`src/rtl/sub_serial.sv`:
```
// rtl/sub_serial.sv - bit-serial unsigned subtractor, LSB first, borrow held in a flop
module sub_serial #(
    parameter int WIDTH = 8
) (
    input  logic             clk,
    input  logic             rst_n,
    input  logic             start,
    input  logic [WIDTH-1:0] a,
    input  logic [WIDTH-1:0] b,
    output logic             busy,
    output logic             done,
    output logic [WIDTH-1:0] diff,
    output logic             borrow_out
);

    localparam int CW = (WIDTH > 1) ? $clog2(WIDTH) : 1;
    localparam logic [CW-1:0] LAST = CW'(WIDTH - 1);

    typedef enum logic [1:0] {
        IDLE  = 2'd0,
        SHIFT = 2'd1,
        DONE  = 2'd2
    } state_t;

    state_t           state;
    state_t           next_state;
    logic [WIDTH-1:0] a_sr;
    logic [WIDTH-1:0] b_sr;
    logic [WIDTH-1:0] res_sr;
    logic [WIDTH-1:0] res_next;
    logic             br;
    logic             br_next;
    logic             d;
    logic             last;
    logic [CW-1:0]    cnt;

    // One full-subtractor slice; the borrow is the only state carried between bits.
    assign d        = a_sr[0] ^ b_sr[0] ^ br;
    assign br_next  = (~a_sr[0] & b_sr[0]) | (~(a_sr[0] ^ b_sr[0]) & br);
    assign res_next = {d, res_sr[WIDTH-1:1]};
    assign last     = (cnt == LAST);

    always_ff @(posedge clk or negedge rst_n) begin
        if (!rst_n) begin
            state <= IDLE;
        end else begin
            state <= next_state;
        end
    end

    always_comb begin
        next_state = state;
        case (state)
            IDLE:    if (start) next_state = SHIFT;
            SHIFT:   if (last)  next_state = DONE;
            DONE:    next_state = IDLE;
            default: next_state = IDLE;
        endcase
    end

    always_comb begin
        busy = 1'b0;
        done = 1'b0;
        case (state)
            SHIFT:   busy = 1'b1;
            DONE:    done = 1'b1;
            default: ;
        endcase
    end

    always_ff @(posedge clk or negedge rst_n) begin
        if (!rst_n) begin
            a_sr       <= '0;
            b_sr       <= '0;
            res_sr     <= '0;
            br         <= 1'b0;
            cnt        <= '0;
            diff       <= '0;
            borrow_out <= 1'b0;
        end else begin
            case (state)
                IDLE: begin
                    if (start) begin
                        a_sr   <= a;
                        b_sr   <= b;
                        res_sr <= '0;
                        br     <= 1'b0;
                        cnt    <= '0;
                    end
                end
                SHIFT: begin
                    a_sr   <= a_sr >> 1;
                    b_sr   <= b_sr >> 1;
                    res_sr <= res_next;
                    br     <= br_next;
                    cnt    <= cnt + 1'b1;
                    // Published outputs move only here, so they stay stable through IDLE.
                    if (last) begin
                        diff       <= res_next;
                        borrow_out <= br_next;
                    end
                end
                default: ;
            endcase
        end
    end

endmodule

```
`config.mk`:
```
export PLATFORM = sky130hd
export DESIGN_NAME = sub_serial
export DESIGN_NICKNAME = d
export VERILOG_FILES = /design/src/rtl/sub_serial.sv
export SDC_FILE = /design/constraint.sdc
export NUM_CORES = 1
export LEC_CHECK = 0
export ABC_AREA = 1
export BUFFER_PORTS_ARGS = -buffer_cell sky130_fd_sc_hd__buf_2
export CORE_MARGIN = 4
export CORE_UTILIZATION = 55
export CTS_CLUSTER_DIAMETER = 30
export DETAILED_ROUTE_END_ITERATION = 7
export PLACE_DENSITY = 0.87
export SYNTH_ARGS = -nofsm -noshare
export SYNTH_HDL_FRONTEND = slang
export SYNTH_SLANG_ARGS = --single-unit
```
`constraint.sdc`:
```
create_clock -name clk -period 1.35 [get_ports clk]
set_input_delay 0.0675 -clock clk [delete_from_list [all_inputs] [get_ports clk]]
set_output_delay 0.0675 -clock clk [all_outputs]
set_load 0.005 [all_outputs]
```
# Yosys cells after proc, flatten, opt, wreduce, memory -nomap -nowiden
# Index checks and enable logic that the tools add are counted.
# totals
reg_bits	39
in_bits	19
out_inout_bits	11
elab_cells	41
# classes
add_sub_neg	1
n_eq_ne	5
n_mux	15
bitwise	7
n_reduce_logical	5
# op_table
cell	count
one-hot mux 8 bit (2 select lines)	3
2-to-1 mux 8 bit	3
one-hot mux 3 bit (2 select lines)	1
AND reduction 2 bit	3
2-to-1 mux 2 bit	2
!= test 2 bit, second input constant	2
one-hot mux 2 bit (2 select lines)	1
adder 3 x 1 -> 3 bit, second input constant	1
== test 3 bit, second input constant	1
2-to-1 mux 1 bit	3
2-to-1 mux 3 bit	1
bitwise AND 1 bit	2
== test 2 x 1 -> 1 bit, second input constant	1
== test 2 bit, second input constant	1
zero test 2 bit	1
NOT 1 bit	2
one-hot mux 1 bit (2 select lines)	1
nonzero test 2 bit	1
bitwise XOR 1 bit	2
OR 1 bit	1

# Longest topological paths before layout
# Gate-level depths: netlist (run 1).
# logic_depth
depth_word	5
depth_mapped	7
depth_no_buf	6

# Least setup slack after synthesis (run 1)
# OpenSTA, ideal clock, no wires.
# synth_path
path_type	reg-to-reg
start	register a_sr[0]
end	register br
t_arrival_ps	1172
t_required_ps	1274
setup_slack_ps	102
path_stages_with_launch	4
path_buffers	0
path_cell_list	dfrtp_1 > fa_1 > or2_2 > o21ai_1
# synth_between
elab_chain_len	5
elab_cells_between_ends	7
classes_between	1 x mux; 6 x bitwise
# synth_rtl
item	line_no	text
start: declaration	27	logic [WIDTH-1:0] a_sr;
start signal: assignment	92	a_sr <= a_sr >> 1;
bitwise XOR 1 bit	39	assign br_next = (~a_sr[0] & b_sr[0]) | (~(a_sr[0] ^ b_sr[0]) & br);
NOT 1 bit	39	
bitwise AND 1 bit	39	
OR 1 bit (*)	39	
one-hot mux 1 bit (2 select lines) (*)	81	case (state)
end signal: assignment	95	br <= br_next;
end: declaration	31	logic br;
# Every way passes the cells marked *; elsewhere a longest branch is shown, timed or not.
# A chain may end at the register's enable or synchronous reset.

# Worst setup path in the final report (run 1)
# layout_path
start	register state[1]
end	output port busy
# layout_between
elab_chain_len	2
# layout_rtl
item	line_no	text
start: declaration	25	state_t state;
start signal: assignment	47	state <= next_state;
== test 2 x 1 -> 1 bit	64	case (state)
2-to-1 mux 1 bit	64	
end: declaration	10	output logic busy,
# No other way between the ends.

==> run_results.csv, run 1 <==
group,metric,value,unit
run_status,outcome,"finished, final reports clean",
drt,wire_per_inst,11.9,um
sta,timing.fmax,0.771,GHz
cells_and_area,num_antenna_cells,0,
power_and_ir_drop,p_per_area,2120,nW/um2
logic_synthesis,ys_ff_latch,38,
sta,worst-slew-pin-transition,383,ps
placed_design,portBuffers,29,
logic_synthesis,syn_area_per_cell,8.60,um2
logic_synthesis,syn_area,1810,um2
placed_design,place_inst,282,
logic_synthesis,ys_types,22,
logic_synthesis,synth-edff-count,0,
clocking,cts_tree,"done",
cells_and_area,finalNonFillerCells,297,
sta,skew,8.95,ps
clocking,root_buffer,"clkbuf_4",
setup_path,path_max_fanout,7,
flow_run,drv_cap,0,
sta,maxSlewViolCount,0,
placed_design,place_hpwl,2470,um
logic_synthesis,yosysWarnings,0,
logic_synthesis,synth_top_area_share,52.6,%
power_and_ir_drop,pwr-share-seq,41.3,%
cells_and_area,area_growth,20.3,%
logic_synthesis,synth-simple-area-share,25.9,%
clocking,numCtsBuffers,5,
setup_path,start_kind,"flop",
logic_synthesis,synth_xor_area_share,0,%
floorplan,dieArea,4270,um2
floorplan,die_y,65.3,um
drt,drt_iter0_drc,89,
setup_path,worstPathArrival,1230,ps
drt,vias_per_cell,4.78,
sta,layout_min_cycle_time,1300,ps
power_and_ir_drop,internal-power,2.81,mW
sta,timing.slew.headroom,74.5,%
logic_synthesis,synth-async-reset-ratio,100,%
sta,hold_violations,0,
setup_path,cp-end-kind,"primary output",
cells_and_area,nNetsFinal,274,
setup_path,crit_required,1280,ps
power_and_ir_drop,p_sw_share,39.0,%
logic_synthesis,syn_nets,232,
drt,highest_layer,"met4",
logic_synthesis,synthMuxAreaShare,0,%
drt,dr_wl_met3,126,um
logic_synthesis,syn_inst,210,
power_and_ir_drop,pwr-share-clk,13.0,%
logic_synthesis,synth_flop_cell,"dfrtp_1",
power_and_ir_drop,combPwrFrac,45.8,%
logic_synthesis,synth_commonest_cells,"nand2_1 (64), dfrtp_1 (38), inv_1 (33)",
floorplan,dieWidth,65.3,um
power_and_ir_drop,ir_worst_vdd,1260,uV
floorplan,row_count,20,
clocking,cts_sinks,38,
logic_synthesis,synth_top_family_by_area,"simple AND/OR/NAND/NOR gates",
placed_design,place_congestion,0.812,
clocking,max-clock-path-buffers,2,
clocking,path_clk_slew,110,ps
grt,grt_overflow,0,
drt,wl,3540,um
clocking,worstSkewPairLatency,340,ps
placed_design,pre_cts_slack,24.9,ps
logic_synthesis,synth_seq_area_share,52.6,%
drt,drt_pass1_iterations,4,
grt,grt_max_degree,23,
grt,antenna_found_initial,0,
logic_synthesis,synthAdderAreaFrac,2.49,%
clocking,htree_levels,2,
sta,fin_crit_sh,96.0,%
drt,wl_met1,1620,um
placed_design,placed_area,2020,um2
floorplan,fp.coreArea,3100,um2
logic_synthesis,synth_top_cells_by_area,"dfrtp_1 (53%), nand2_1 (13%), nand3_1 (8.6%), inv_1 (6.9%), o21ai_2 (3.9%)",
setup_path,path_class,"flop to primary output",
grt,grt_pass1_vias,1432,
floorplan,start_util,58.2,%
sta,rsz0062_at_grt,"yes",
drt,vias,1419,
power_and_ir_drop,switchingPower,1.80,mW
sta,finalWorstSetupSlack,53.3,ps
grt,grt_usage,18.8,%
cells_and_area,stdcell_area,2170,um2
sta,final-setup-viol-count,0,
grt,grt_pass1_wl,6100,um
logic_synthesis,yosys.area.top_type,"dfrtp_1",
hold_path,min_path_type,"input port to flop",
drt,met2_wirelength,1750,um
drt,drc,0,
logic_synthesis,synth_compound_area_share,6.93,%
logic_synthesis,synth.most_common_cell,"nand2_1",
floorplan,io_pins,30,
power_and_ir_drop,finalPower,4.61,mW
cells_and_area,drive_gt1_share,25.7,%
drt,ant_nets,0,
power_and_ir_drop,p_leak,1.21,nW
critical path, stage by stage, from the launching register on:
cell     delay (ps)
dfrtp_1         460
nor2_4          180
buf_6           140
buf_2           110
worst paths after layout:
kind | from | cells after the start | endpoint | slack [ps]
min in group asynchronous | rst_n | 2 | diff[4] | 160
max in group asynchronous | rst_n | 3 | state[0] | 740
setup / recovery | state[1] | 3 | busy | 50
hold / removal | a[4] | 3 | a_sr[4] | 20
hold reg to reg | cnt[0] | 1 | cnt[0] | 480
setup reg to reg | cnt[0] | 6 | diff[7] | 90
sequential cells by signal, summed over array words and instances (netlist names):
signal,count
a_sr,8
b_sr,8
borrow_out,1
br,1
cnt,3
diff,8
res_sr,7
state,2
timing repair:
item,CTS,global route
hold buffers,5,0
buffers inserted,0,2
gates resized for setup,0,4
endpoints found under the hold margin,42,0
setup endpoints to repair,0,8
power groups by stage:
stage	clock, mW	combinational [mW]	sequential [mW]
2_1_floorplan	0	1.49	1.88
3_3_place_gp	0	1.95	1.90
3_5_place_dp	0	2.02	1.92
4_1_cts	0.606	2.05	1.90
5_1_grt	0.665	2.44	1.96
6_report	0.598	2.11	1.90
metrics by stage:
stage               utilization [%]  hold slack, ps  TNS, ps
floorplan                         -            -228        0
global placement               65.2            7.58        0
detailed placement             65.2            12.0        0
global route                   70.0            24.3    -25.1
CTS                            68.8            22.8        0
finish                         70.0            15.5        0
layout make-up:
cell class	instances	area (um2)
Sequential cell	38	952
Fill cell	245	930
Multi-Input combinational cell	127	641
Timing Repair Buffer	44	328
Inverter	36	138
Clock buffer	7	55.1
Tap cell	44	55.1
Clock inverter	1	5.00
cell usage in the layout, fill, tap and decap left out:
| master | count |
|---|---|
| buf_12 | 4 |
| nand3_1 | 31 |
| buf_2 | 29 |
| buf_4 | 4 |
| nor2_1 | 4 |
| buf_6 | 2 |
| nor2_4 | 1 |
| inv_4 | 1 |
| clkbuf_1 | 1 |
| clkinv_2 | 1 |
| o21ai_1 | 8 |
| ha_1 | 2 |
| dlygate4sd3_1 | 5 |
| o21ai_0 | 1 |
| a21oi_1 | 2 |
| clkbuf_8 | 1 |
| dfrtp_1 | 37 |
| inv_2 | 2 |
| nand2_2 | 1 |
| or2_2 | 1 |
| o21ai_2 | 8 |
| nand2_4 | 3 |
| dfrtp_2 | 1 |
| clkbuf_4 | 5 |
| fa_2 | 1 |
| inv_1 | 33 |
| nand2_1 | 64 |
cells by family (layout without fill, tap and decap cells):
group | after synthesis | after routing
AOI/OAI and AO/OA | 19 | 19
adders and majority gates | 3 | 3
buffers and inverters | 45 | 88
DFF | 38 | 38
and+or+nand+nor | 105 | 105
routing by layer:
layer | global-route usage [%] | vias up
met1 | 23.2 | 668
met2 | 31.0 | 16
met3 | 5.98 | 6
met4 | 6.48 | 0
met5 | 0 | -
li1 | - | 729
Note: power is estimated with default switching activity, not from simulation.
==> run 2, diff against run 1 <==
ABC_AREA = 0   (was 1)
CORE_UTILIZATION = 54   (was 55)
==> run 2 against run 1 <==
Critical endpoint is now diff[6]. Fmax is 4.7% lower. Sequential power up 6%. Clock power increased by 3%. Utilization grew 0.95 points. Final cell count is 28% lower. Combinational power is 17% lower. Synthesized cell count shrank 34%. Synthesized area decreased by 9.3%. The run now ends with negative setup slack left. Worst hold slack better by 13 ps.
==> run_results.csv, run 2 <==
group,metric,value,unit
run_status,outcome,"finished with violations",
run_status,violations,"negative setup slack",
power_and_ir_drop,p_per_area,2190,nW/um2
hold_path,min_path_type,"input port to flop",
placed_design,pre_cts_slack,-22.6,ps
logic_synthesis,yosysWarnings,0,
logic_synthesis,ys_types,23,
sta,timing.slew.headroom,68.9,%
cells_and_area,mostFrequentLayoutCells,"dfrtp_1 (37), buf_2 (29), o22ai_1 (28), a21oi_1 (15), buf_4 (10)",
placed_design,place_hpwl,2460,um
floorplan,start_util,57.9,%
drt,ant_nets,0,
sta,worst-slew-pin-transition,466,ps
clocking,htree_levels,2,
clocking,max-clock-path-buffers,2,
sta,skew,3.63,ps
setup_path,path_max_fanout,5,
logic_synthesis,syn_area_per_cell,11.9,um2
setup_path,cp-end-kind,"flop",
floorplan,die_y,63.1,um
sta,final-setup-viol-count,4,
setup_path,start_kind,"flop",
logic_synthesis,synth_flop_cell,"dfrtp_1",
sta,setup-tns-final,-32.9,ps
logic_synthesis,synth-async-reset-ratio,100,%
logic_synthesis,synth-edff-count,0,
setup_path,worstPathArrival,1600,ps
cells_and_area,nNetsFinal,203,
drt,wl,3690,um
clocking,numCtsBuffers,5,
logic_synthesis,syn_inst,138,
drt,drt_pass1_iterations,5,
grt,grt_usage,20.5,%
sta,finalWorstSetupSlack,-11.3,ps
grt,grt_overflow,0,
drt,vias_per_cell,6.24,
flow_run,drv_cap,0,
floorplan,dieArea,3980,um2
placed_design,portBuffers,29,
grt,grt_pass1_wl,6240,um
grt,antenna_found_initial,0,
sta,rsz0062_at_grt,"yes",
drt,vias,1329,
logic_synthesis,synth.most_common_cell,"dfrtp_1",
sta,hold_violations,0,
placed_design,place_congestion,0.792,
sta,timing.fmax,0.735,GHz
power_and_ir_drop,ir_worst_vdd,1080,uV
cells_and_area,drive_gt1_share,37.4,%
cells_and_area,area_growth,22.6,%
sta,maxSlewViolCount,0,
logic_synthesis,synth_seq_area_share,58.1,%
floorplan,fp.coreArea,2830,um2
floorplan,io_pins,30,
logic_synthesis,ys_ff_latch,38,
logic_synthesis,synth_top_cells_by_area,"dfrtp_1 (58%), o22ai_1 (11%), a22o_1 (4.8%), a21oi_1 (4.6%), mux2_2 (4.1%)",
drt,drc,0,
clocking,cts_sinks,38,
drt,drt_iter0_drc,127,
sta,fin_crit_sh,101,%
cells_and_area,reg_top3,"a_sr: 8 flops, b_sr: 8 flops, diff: 8 flops",
power_and_ir_drop,p_leak,0.975,nW
sta,hold_slack,28.1,ps
cells_and_area,num_antenna_cells,0,
grt,grt_max_degree,17,
cells_and_area,final_common_cell,"dfrtp_1",
logic_synthesis,synth_commonest_cells,"dfrtp_1 (38), o22ai_1 (28), a21oi_1 (15)",
logic_synthesis,syn_nets,160,
drt,wire_per_inst,17.3,um
setup_path,path_class,"flop to flop",
floorplan,dieWidth,63.1,um
logic_synthesis,syn_area,1640,um2
floorplan,row_count,19,
logic_synthesis,yosys.area.top_type,"dfrtp_1",
grt,grt_pass1_vias,1309,
sta,layout_min_cycle_time,1360,ps
clocking,path_clk_slew,110,ps
logic_synthesis,synth_top_area_share,58.1,%
cells_and_area,fill_cells,178,
clocking,cts_tree,"done",
setup_path,crit_required,1590,ps
clocking,worstSkewPairLatency,340,ps
clocking,root_buffer,"clkbuf_4",
-- run 2: cell types whose count changed after synthesis, moves of 8 or more --
| cell | change |
|---|---|
| o21ai_1 | -8 |
| nand3_1 | -31 |
| inv_1 | -28 |
| o21ai_2 | -8 |
| a21oi_1 | +13 |
| nand2_1 | -59 |
| a22o_1 | +9 |
| o22ai_1 | +28 |
-- run 2: kinds of logic (layout without fill, tap and decap cells) --
family,Yosys count,after routing,synth area share (%)
compound gates,60,60,22.7
simple gates,13,14,4.74
fa+ha+maj,3,3,2.75
buf+inv,16,59,6.26
flops,38,38,58.1
mux,8,8,5.50
-- run 2: power by group --
group          internal, mW  switching [mW]
combinational         0.895           0.865
sequential             1.63           0.382
clock                 0.250           0.367
total                  2.78            1.61
-- run 2: area by class of cell --
cell class                 instances  area (um2)  area share (%)
clock buffer                       6        51.3            2.55
inverter                           6        22.5            1.12
clock inverter                     2        12.5           0.623
sequential                        38         952            47.4
timing repair buffer              45         278            13.8
multi-input combinational         85         653            32.5
tap                               31        38.8            1.93
-- run 2: metrics by stage --
step	power (mW)	std cells	cell area [um2]	util, %
after floorplan	3.08	138	1650	-
after global placement	3.38	195	1810	64.0
after detailed placement	3.54	195	1810	64.0
after CTS	4.30	210	1970	69.5
after global routing	4.73	213	2010	71.0
final	4.39	213	2010	71.0
-- run 2: timing repair --
| action | in CTS | in global routing |
|---|---|---|
| setup endpoints to repair | 18 | 11 |
| hold endpoints to repair | 40 | 0 |
| pin swaps | 0 | 1 |
| resized for setup | 6 | 6 |
| gates cloned | 1 | 0 |
| hold buffers | 3 | 0 |
| setup buffers | 3 | 3 |
-- run 2: layer usage --
metal	vias up	part of all wire (%)	GRT usage, %
li1	606	-	-
met1	659	41	25.2
met2	57	50	33.1
met3	7	7.3	6.93
met4	0	1.7	8.26
met5	-	0	0
-- run 2: worst paths after layout --
| path | startpoint | endpoint | slack [ps] | cells after the start |
|---|---|---|---|---|
| hold reg to reg | borrow_out | borrow_out | 510 | 2 |
| setup / recovery | cnt[1] | diff[6] | -10 | 4 |
| hold / removal | a[5] | a_sr[5] | 30 | 3 |
| setup reg to reg | cnt[1] | diff[6] | -10 | 4 |
| min in group asynchronous | rst_n | br | 120 | 2 |
| max in group asynchronous | rst_n | res_sr[7] | 730 | 3 |
-- run 2: worst max-delay path, cell delays in order, from the launching register on --
cell and delay, ps:
dfrtp_1 410, ha_2 200, ha_4 180, nand3b_4 120, mux2_2 340
==> run 3, diff against run 2 <==
clock period = 1.4 ns   (was 1.35 ns; I/O delays follow)
==> run 3 against run 2 <==
The run still ends with negative setup slack left. Sequential power decreased by 2%. Die area unchanged. Register-to-register slack got worse by 20 ps. Clock skew increased by 3.3 ps. Fmax decreased by 5.1%. Critical endpoint is now diff[7]. Wire length decreased by 1.6%. Final cell count increased by 0.47%. Worst hold slack got worse by 20 ps. Count of clock-buffer cells in the layout decreased by 1. Setup slack got worse by 23 ps. Non-clock buffer count increased by 2. Critical path depth unchanged.
==> run_results.csv, run 3 (synthesized netlist as in run 2, its figures left out) <==
group,metric,value,unit
run_status,outcome,"finished with violations",
cells_and_area,final_common_cell,"dfrtp_1",
clocking,cts_sinks,38,
floorplan,io_pins,30,
placed_design,place_congestion,0.835,
drt,drt_pass1_iterations,4,
cells_and_area,reg_top3,"a_sr: 8 flops, b_sr: 8 flops, diff: 8 flops",
cells_and_area,post-route-util,70.9,%
hold_path,min_path_type,"input port to flop",
setup_path,cp-end-kind,"flop",
power_and_ir_drop,p_leak,0.963,nW
clocking,htree_levels,2,
floorplan,dieWidth,63.1,um
grt,grt_usage,19.0,%
grt,grt_pass1_vias,1242,
drt,vias,1272,
drt,drt_iter0_drc,75,
floorplan,die_y,63.1,um
flow_run,drv_cap,0,
sta,worst-slew-pin-transition,466,ps
placed_design,place_hpwl,2420,um
sta,skew,6.90,ps
sta,hold_violations,0,
drt,vias_per_cell,5.94,
floorplan,start_util,57.9,%
floorplan,fp.coreArea,2830,um2
clocking,path_clk_slew,120,ps
grt,grt_overflow,0,
sta,timing.fmax,0.697,GHz
cells_and_area,area_growth,22.5,%
setup_path,worstPathArrival,1670,ps
grt,antenna_found_initial,0,
clocking,worstSkewPairLatency,350,ps
setup_path,path_class,"flop to flop",
grt,grt_pass1_wl,5830,um
cells_and_area,num_antenna_cells,0,
drt,drc,0,
placed_design,place_inst,193,
setup_path,crit_required,1630,ps
sta,final-setup-viol-count,7,
placed_design,portBuffers,29,
cells_and_area,fill_cells,184,
cells_and_area,nNetsFinal,204,
power_and_ir_drop,p_per_area,2170,nW/um2
cells_and_area,drive_gt1_share,36.6,%
cells_and_area,finalNonFillerCells,214,
sta,maxSlewViolCount,0,
cells_and_area,stdcell_area,2010,um2
sta,fin_crit_sh,102,%
setup_path,path_max_fanout,10,
clocking,cts_tree,"done",
sta,timing.slew.headroom,68.9,%
setup_path,start_kind,"flop",
clocking,numCtsBuffers,5,
floorplan,dieArea,3980,um2
sta,layout_min_cycle_time,1430,ps
drt,ant_nets,0,
clocking,max-clock-path-buffers,2,
sta,finalWorstSetupSlack,-34.4,ps
sta,rsz0062_at_grt,"yes",
run_status,violations,"negative setup slack",
placed_design,placed_area,1780,um2
clocking,root_buffer,"clkbuf_4",
power_and_ir_drop,ir_worst_vdd,1130,uV
cells_and_area,mostFrequentLayoutCells,"dfrtp_1 (37), buf_2 (29), o22ai_1 (28), a21oi_1 (15), buf_4 (14)",
grt,grt_max_degree,39,
drt,wire_per_inst,17.0,um
drt,wl,3630,um
floorplan,row_count,19,
run 3: metrics by stage:
step | TNS [ps] | power [mW] | hold slack [ps] | setup slack, ps
after floorplan | 0 | 2.94 | -226 | 7.18
after global placement | 0 | 3.22 | 128 | 27.7
after detailed placement | -114 | 3.36 | 143 | -25.3
after CTS | -133 | 4.18 | 6.32 | -79.3
after global routing | -329 | 4.65 | 15.7 | -56.8
final | -145 | 4.35 | 8.56 | -34.4
run 3: timing repair:
action	4_1_cts	5_1_grt
buffers inserted	3	7
endpoints found under the hold margin	40	0
hold buffers	3	0
gates resized for setup	3	4
cloned	0	0
endpoints found under the setup margin	18	13
run 3: worst paths after layout:
path | slack [ps] | from | cells after the start | to
max | -30 | cnt[0] | 4 | diff[7]
min | 9 | b[1] | 3 | b_sr[1]
max reg2reg | -30 | cnt[0] | 4 | diff[7]
min reg2reg | 500 | borrow_out | 2 | borrow_out
max in group asynchronous | 770 | rst_n | 3 | state[1]
min in group asynchronous | 290 | rst_n | 3 | a_sr[5]
run 3: final cells by class:
cell class | instances | area (um2) | share of cell area [%]
sequential | 38 | 952 | 47.5
multi-input combinational | 84 | 607 | 30.3
timing repair buffer | 47 | 300 | 15.0
clock inverter | 3 | 40.0 | 2.00
tap | 31 | 38.8 | 1.93
clock buffer | 5 | 37.5 | 1.87
inverter | 6 | 30.0 | 1.50
run 3: worst max-delay path, cell delays in order (launching register included):
cell      delay (ps)
dfrtp_1          420
ha_2             210
ha_4             170
nand3b_4         160
mux2_1           360
run 3: power by group:
part	leakage [nW]	total [mW]	internal, mW	switching (mW)
logic	0.450	1.65	0.864	0.788
registers	0.469	1.96	1.57	0.384
clock network	0.0450	0.738	0.370	0.369
run 3: layer usage:
layer / wire length, um / share of wire (%) / track usage [%] / up-vias
met3: 239 / 6.6 / 5.15 / 5
met2: 1830 / 50 / 31.2 / 43
met5: 0 / 0 / 0 / -
met1: 1520 / 42 / 23.2 / 623
met4: 44 / 1.2 / 9.09 / 0
li1: - / - / - / 601
